$ cat config.mk
export PLATFORM = sky130hd
export DESIGN_NAME = pipe_stage_skid
export DESIGN_NICKNAME = d
export VERILOG_FILES = /design/src/rtl/pipe_pkg.sv /design/src/rtl/pipe_entry_reg.sv /design/src/rtl/pipe_stage_skid.sv
export SDC_FILE = /design/constraint.sdc
export NUM_CORES = 1
export LEC_CHECK = 0
export CORE_UTILIZATION = 34
export CTS_CLUSTER_SIZE = 8
export DETAILED_ROUTE_END_ITERATION = 10
export PLACE_DENSITY = 0.6
export SYNTH_ARGS = -nofsm -noshare
export SYNTH_HDL_FRONTEND = slang
export SYNTH_SLANG_ARGS = --single-unit
$ cat constraint.sdc
create_clock -name clk -period 7.3 [get_ports clk]
set_clock_uncertainty 0.1 [all_clocks]
set_input_delay 2.19 -clock clk [delete_from_list [all_inputs] [get_ports clk]]
set_output_delay 2.19 -clock clk [all_outputs]
set_load 0.01 [all_outputs]
$ cat src/rtl/pipe_pkg.sv
// Shared definitions for the skid-buffered pipeline stage: stage state
// encoding, the default PC value used for bubbles, and a helper that maps
// the stage state onto the occupancy count.
package pipe_pkg;

    // Number of entries currently held by the stage.
    typedef enum logic [1:0] {
        ST_EMPTY = 2'd0,
        ST_HALF  = 2'd1,
        ST_FULL  = 2'd2
    } stage_state_t;

    // PC value carried by a bubble (PC+8 convention of the upstream core).
    localparam logic [31:0] PC_RESET_DEFAULT = 32'h0000_3000;

    // Occupancy count presented for a given state.
    function automatic logic [1:0] state_occupancy(input stage_state_t st);
        logic [1:0] occ;
        case (st)
            ST_EMPTY: occ = 2'd0;
            ST_HALF:  occ = 2'd1;
            ST_FULL:  occ = 2'd2;
            default:  occ = 2'd0;
        endcase
        return occ;
    endfunction

endpackage

$ cat src/rtl/pipe_entry_reg.sv
// One pipeline entry: DATA_W payload bits plus a 32-bit PC field.
// Clear turns the entry into a bubble (payload 0, PC = PC_RESET) and wins
// over load; the asynchronous reset produces the same bubble.
module pipe_entry_reg
    import pipe_pkg::*;
#(
    parameter int          DATA_W   = 64,
    parameter logic [31:0] PC_RESET = PC_RESET_DEFAULT
) (
    input  logic              clk,
    input  logic              reset,
    input  logic              i_load,
    input  logic              i_clear,
    input  logic [DATA_W-1:0] i_data,
    input  logic [31:0]       i_pc,
    output logic [DATA_W-1:0] o_data,
    output logic [31:0]       o_pc
);

    logic [DATA_W-1:0] r_data;
    logic [31:0]       r_pc;

    // Entry storage: bubble on reset or clear, capture on load, else hold.
    always_ff @(posedge clk or posedge reset) begin
        if (reset) begin
            r_data <= {DATA_W{1'b0}};
            r_pc   <= PC_RESET;
        end else if (i_clear) begin
            r_data <= {DATA_W{1'b0}};
            r_pc   <= PC_RESET;
        end else if (i_load) begin
            r_data <= i_data;
            r_pc   <= i_pc;
        end else begin
            r_data <= r_data;
            r_pc   <= r_pc;
        end
    end

    assign o_data = r_data;
    assign o_pc   = r_pc;

endmodule

$ cat src/rtl/pipe_stage_skid.sv
// Pipeline stage with valid/ready handshakes on both sides.
// Build option PIPE_STAGE_SKID_EN:
//   defined   - two entries (head + skid); in_ready comes from a register,
//               so there is no combinational path from out_ready.
//   undefined - single head entry; in_ready = !out_valid | out_ready,
//               which is combinational through out_ready.
// The head entry always drives out_data/out_pc; an empty stage shows a
// bubble (data 0, PC = PC_RESET). flush empties the stage and beats any
// transfer that coincides with it.
module pipe_stage_skid
    import pipe_pkg::*;
#(
    parameter int          DATA_W   = 64,
    parameter logic [31:0] PC_RESET = PC_RESET_DEFAULT
) (
    input  logic              clk,
    input  logic              reset,
    input  logic              flush,
    input  logic              in_valid,
    output logic              in_ready,
    input  logic [DATA_W-1:0] in_data,
    input  logic [31:0]       in_pc,
    output logic              out_valid,
    input  logic              out_ready,
    output logic [DATA_W-1:0] out_data,
    output logic [31:0]       out_pc,
    output logic [1:0]        occupancy
);

    stage_state_t      r_state;
    stage_state_t      w_state_nxt;
    logic              r_out_valid;
    logic [1:0]        r_occupancy;

    logic              w_it;
    logic              w_ot;
    logic              w_head_load;
    logic              w_head_clear;
    logic [DATA_W-1:0] w_head_din;
    logic [31:0]       w_head_pc_din;
    logic [DATA_W-1:0] w_head_data;
    logic [31:0]       w_head_pc;

`ifdef PIPE_STAGE_SKID_EN
    logic              r_in_ready;
    logic              w_head_from_skid;
    logic              w_skid_load;
    logic              w_skid_clear;
    logic [DATA_W-1:0] w_skid_data;
    logic [31:0]       w_skid_pc;

    // Upstream may push whenever the skid slot is free; registered flag only.
    assign in_ready = r_in_ready;
`else
    // Single entry: accept when empty or when the held entry leaves now.
    assign in_ready = ~r_out_valid | out_ready;
`endif

    assign w_it = in_valid & in_ready;
    assign w_ot = r_out_valid & out_ready;

`ifdef PIPE_STAGE_SKID_EN
    // Next-state and entry-control decode for the two-entry stage.
    always_comb begin
        w_state_nxt      = r_state;
        w_head_load      = 1'b0;
        w_head_clear     = 1'b0;
        w_head_from_skid = 1'b0;
        w_skid_load      = 1'b0;
        w_skid_clear     = 1'b0;
        if (flush) begin
            w_state_nxt  = ST_EMPTY;
            w_head_clear = 1'b1;
            w_skid_clear = 1'b1;
        end else begin
            case (r_state)
                ST_EMPTY: begin
                    if (w_it) begin
                        w_head_load = 1'b1;
                        w_state_nxt = ST_HALF;
                    end else begin
                        w_state_nxt = ST_EMPTY;
                    end
                end
                ST_HALF: begin
                    if (w_it && w_ot) begin
                        w_head_load = 1'b1;
                        w_state_nxt = ST_HALF;
                    end else if (w_it) begin
                        w_skid_load = 1'b1;
                        w_state_nxt = ST_FULL;
                    end else if (w_ot) begin
                        w_head_clear = 1'b1;
                        w_state_nxt  = ST_EMPTY;
                    end else begin
                        w_state_nxt = ST_HALF;
                    end
                end
                ST_FULL: begin
                    if (w_ot) begin
                        w_head_load      = 1'b1;
                        w_head_from_skid = 1'b1;
                        w_skid_clear     = 1'b1;
                        w_state_nxt      = ST_HALF;
                    end else begin
                        w_state_nxt = ST_FULL;
                    end
                end
                default: begin
                    w_state_nxt  = ST_EMPTY;
                    w_head_clear = 1'b1;
                    w_skid_clear = 1'b1;
                end
            endcase
        end
    end

    // Head refills from the skid slot when draining FULL, else from upstream.
    always_comb begin
        if (w_head_from_skid) begin
            w_head_din    = w_skid_data;
            w_head_pc_din = w_skid_pc;
        end else begin
            w_head_din    = in_data;
            w_head_pc_din = in_pc;
        end
    end
`else
    // Next-state and entry-control decode for the single-entry stage.
    always_comb begin
        w_state_nxt  = r_state;
        w_head_load  = 1'b0;
        w_head_clear = 1'b0;
        if (flush) begin
            w_state_nxt  = ST_EMPTY;
            w_head_clear = 1'b1;
        end else begin
            case (r_state)
                ST_EMPTY: begin
                    if (w_it) begin
                        w_head_load = 1'b1;
                        w_state_nxt = ST_HALF;
                    end else begin
                        w_state_nxt = ST_EMPTY;
                    end
                end
                ST_HALF: begin
                    if (w_it) begin
                        w_head_load = 1'b1;
                        w_state_nxt = ST_HALF;
                    end else if (w_ot) begin
                        w_head_clear = 1'b1;
                        w_state_nxt  = ST_EMPTY;
                    end else begin
                        w_state_nxt = ST_HALF;
                    end
                end
                default: begin
                    w_state_nxt  = ST_EMPTY;
                    w_head_clear = 1'b1;
                end
            endcase
        end
    end

    // Only upstream can feed the single head entry.
    always_comb begin
        w_head_din    = in_data;
        w_head_pc_din = in_pc;
    end
`endif

    // State register with registered status outputs derived from next state.
    always_ff @(posedge clk or posedge reset) begin
        if (reset) begin
            r_state     <= ST_EMPTY;
            r_out_valid <= 1'b0;
            r_occupancy <= 2'd0;
`ifdef PIPE_STAGE_SKID_EN
            r_in_ready  <= 1'b1;
`endif
        end else begin
            r_state     <= w_state_nxt;
            r_out_valid <= (w_state_nxt != ST_EMPTY);
            r_occupancy <= state_occupancy(w_state_nxt);
`ifdef PIPE_STAGE_SKID_EN
            r_in_ready  <= (w_state_nxt != ST_FULL);
`endif
        end
    end

    pipe_entry_reg #(
        .DATA_W   (DATA_W),
        .PC_RESET (PC_RESET)
    ) u_head (
        .clk     (clk),
        .reset   (reset),
        .i_load  (w_head_load),
        .i_clear (w_head_clear),
        .i_data  (w_head_din),
        .i_pc    (w_head_pc_din),
        .o_data  (w_head_data),
        .o_pc    (w_head_pc)
    );

`ifdef PIPE_STAGE_SKID_EN
    pipe_entry_reg #(
        .DATA_W   (DATA_W),
        .PC_RESET (PC_RESET)
    ) u_skid (
        .clk     (clk),
        .reset   (reset),
        .i_load  (w_skid_load),
        .i_clear (w_skid_clear),
        .i_data  (in_data),
        .i_pc    (in_pc),
        .o_data  (w_skid_data),
        .o_pc    (w_skid_pc)
    );
`endif

    assign out_valid = r_out_valid;
    assign occupancy = r_occupancy;
    assign out_data  = w_head_data;
    assign out_pc    = w_head_pc;

endmodule

==> results.yml <==
placement:
  numPortBuffers: 199
  gp_congestion: 0.745
  dp_hpwl_um: 10200
clock_tree:
  cts_tree: "built"
  hold_buffers: 0
  h-tree-depth: 3
  clk_latency_ps: 350
  numCtsBuffers: 9
  cts-resized-gates: 0
  cts_root_buf: "clkbuf_16"
  clk_pin_slew_ps: 70
  postCtsSetupBuffers: 0
  clock_path_buffers: 2
  clock_sinks: 97
timing:
  hold_viol: 0
  layout_min_cycle_time_ps: 5720
  holdWs_ps: 454
  rsz0062_at_grt: "no"
  finalSetupViolCount: 0
  slew-limit-headroom: 0.324
  worst_pin_slew_ps: 1010
  slew_violations: 0
  tns_ps: 0
  clock.fmax_ghz: 0.175
  fin_crit_sh: 0.783
power_and_ir_drop:
  p_seq_frac: 0.429
  switchingPower_w: 0.000403
  irDropWorstVdd_uv: 98.0
  combPwrFrac: 0.243
  clkPwrFrac: 0.328
  leakagePower_nw: 3.12
  internal_power_w: 0.00100
  switching_share: 0.287
  power_density_mw_per_mm2: 174
synth:
  syn-num-nets: 608
  synthTopCellsByArea: "dfrtp_1 (41%), o32ai_2 (13%), nand2b_1 (11%), nand4bb_1 (8.7%), mux2i_1 (8.1%)"
  synth.avg_cell_area_sq_um: 11.5
  yosysTopAreaCell: "dfrtp_1"
  yosys_register_bits: 97
  synthAdderAreaFrac: 0
  netlist_instances: 507
  ys_seq_area_frac: 0.418
  synth_top_family_by_area: "simple AND/OR/NAND/NOR gates"
  synthXorXnorAreaFrac: 0
  muxShareOfSynthArea: 0.0828
  yosys_warnings: 0
  synth_compound_area_frac: 0.208
  synthDistinctLibCells: 23
  synth_area_sq_mm: 0.00582
  synth-simple-area-share: 0.230
  yosysTopAreaCellShare: 0.409
routing:
  firstDrtPassIters: 4
  route.detailed.drc: 0
  ant_nets: 0
  routedWlPerCell_um: 18.7
  num_vias: 4771
  drt_wl_total_um: 16600
  initialDrtViolationCount: 259
  avgViaCountPerCell: 5.38
global_route:
  grt_pass1_vias: 5027
  grt_pass1_wl_um: 27000
  grt_overflow: 0
  grt_max_degree: 104
  antenna_found_initial: 0
  grtUsageTotal: 0.191
hold_path:
  hold_class: "register to register"
die:
  core_area_sq_mm: 0.0166
  start_util: 0.350
  die_y_um: 133
  rows: 47
  die_w_um: 133
  dieArea_sq_mm: 0.0176
  io_pins: 201
critical_path:
  cp.buffers_inverters: 3
  cpPeakStageDelay_ps: 560
  cp_common_cell: "clkdlybuf4s50_1"
  slowest_stage: "clkdlybuf4s50_1"
  cp-end-kind: "output pin"
  critical_path_peak_fanout: 2
  critPathArrivalTime_ps: 3430
  critical_path.top_delay_family: "buffers and inverters"
  startpoint_type: "input port"
  path_class: "input port to output pin"
  worstPathRequired_ps: 5010
  path_cells: "clkdlybuf4s50_1, nor2b_4, inv_2, clkdlybuf4s50_1"
cells_and_area:
  area_growth_pct: 39.3
  design.final.nets: 763
  layout-drive-gt1-share: 0.126
  antenna-diode-count: 0
job:
  maxCapViolCount: 0
run_status:
  status: "completed"
==> worst paths after layout <==
| check | cells past startpoint | start | to | slack [ps] |
|---|---|---|---|---|
| setup reg to reg | 4 | occupancy[0]$_DFF_PP0_ | u_head.o_data[46]$_DFFE_PP0P_ | 4820 |
| hold reg to reg | 2 | u_head.o_pc[13]$_DFFE_PP1P_ | u_head.o_pc[13]$_DFFE_PP1P_ | 450 |
| max in group asynchronous | 3 | reset | occupancy[0]$_DFF_PP0_ | 3770 |
| setup / recovery | 4 | out_ready | in_ready | 1580 |
| min in group asynchronous | 2 | reset | u_head.o_pc[18]$_DFFE_PP0P_ | 2180 |
| hold / removal | 2 | u_head.o_pc[13]$_DFFE_PP1P_ | u_head.o_pc[13]$_DFFE_PP1P_ | 450 |
==> Yosys cell counts <==
cell / number
conb_1: 1
o32ai_2: 47
clkbuf_1: 20
o32ai_1: 2
or2_1: 1
buf_4: 7
inv_2: 1
a21oi_1: 1
a221oi_2: 2
nand4bb_1: 45
dfrtp_1: 95
nand2b_1: 99
nand2_1: 45
buf_6: 4
dfstp_2: 2
mux2_2: 1
nor2b_1: 1
nor2_1: 3
nor4bb_1: 2
inv_1: 2
buf_2: 34
o221ai_1: 45
mux2i_1: 47
==> cell type report <==
cell class / instances / area (sq um)
Fill cell: 1492 / 8540
Clock inverter: 5 / 40.0
Multi-Input combinational cell: 342 / 3040
Clock buffer: 11 / 243
Tap cell: 220 / 275
Timing Repair Buffer: 209 / 2060
Sequential cell: 97 / 2430
Inverter: 3 / 13.8
==> sequential cells by signal, summed over array words and instances, names as in the netlist <==
signal         count
u_head.o_data     64
u_head.o_pc       32
occupancy          1
==> worst register-to-register path: cells and delay by family, from the launching register on <==
kind            cells  cell delay [ps]
compound gates      1              160
buf+inv             2             1010
flops               1              340
mux                 1              720
==> cells by family (layout without fill, tap and decap cells) <==
logic type,Yosys count,in the layout
and+or+nand+nor,196,196
AOI/OAI and AO/OA,97,97
DFF,97,97
buffers and inverters,68,228
muxes,48,48
other,1,1
==> power by group through the flow <==
stage	clock network, W	registers [W]	logic, W
detailed placement	0	0.000613	0.000346
CTS	0.000479	0.000604	0.000346
finish	0.000462	0.000604	0.000342
global placement	0	0.000611	0.000339
floorplan	0	0.000628	0.000160
global route	0.000494	0.000608	0.000369
==> per-layer routing <==
metal  track usage  part of all wire  routed length, um  up-vias
met4        0.0670             0.016                268        0
met1         0.251              0.44               7220     2358
li1              -                 -                  -     2207
met3        0.0736              0.10               1720       18
met5             0                 0                  0        -
met2         0.285              0.45               7390      188
==> stage by stage <==
| step | area (sq um) | std cells | power (W) | util | setup WS, ps |
|---|---|---|---|---|---|
| 6_report | 8110 | 887 | 0.00141 | 0.487 | 1580 |
| 3_5_place_dp | 7820 | 871 | 0.000958 | 0.470 | 1560 |
| 2_1_floorplan | 5820 | 507 | 0.000788 | - | 2340 |
| 4_1_cts | 8110 | 887 | 0.00143 | 0.487 | 1550 |
| 3_3_place_gp | 7820 | 871 | 0.000950 | 0.470 | 1540 |
| 5_1_grt | 8110 | 887 | 0.00147 | 0.487 | 1510 |
==> cell usage in the layout (no fill, tap or decap) <==
| cell | synthesis | layout |
|---|---|---|
| clkdlybuf4s50_1 | 0 | 197 |
| nand2b_1 | 99 | 99 |
| dfrtp_1 | 95 | 94 |
| o32ai_2 | 47 | 47 |
| mux2i_1 | 47 | 47 |
| nand2_1 | 45 | 45 |
| nand4bb_1 | 45 | 45 |
| o221ai_1 | 45 | 45 |
| buf_4 | 7 | 11 |
| clkbuf_16 | 0 | 9 |
| nor2_1 | 3 | 3 |
| clkinvlp_4 | 0 | 3 |
| inv_2 | 1 | 2 |
| o32ai_1 | 2 | 2 |
| nor4bb_1 | 2 | 2 |
| a221oi_2 | 2 | 2 |
| dfstp_2 | 2 | 2 |
| nor2b_4 | 0 | 1 |
| mux2_2 | 1 | 1 |
| a21oi_1 | 1 | 1 |
| inv_4 | 0 | 1 |
| or2_1 | 1 | 1 |
| conb_1 | 1 | 1 |
| clkinv_4 | 0 | 1 |
| inv_6 | 0 | 1 |
| clkbuf_1 | 20 | 1 |
| clkbuf_8 | 0 | 1 |
| buf_2 | 34 | 1 |
| dfrtp_2 | 0 | 1 |
No activity file was read; power rests on OpenSTA's default activity.
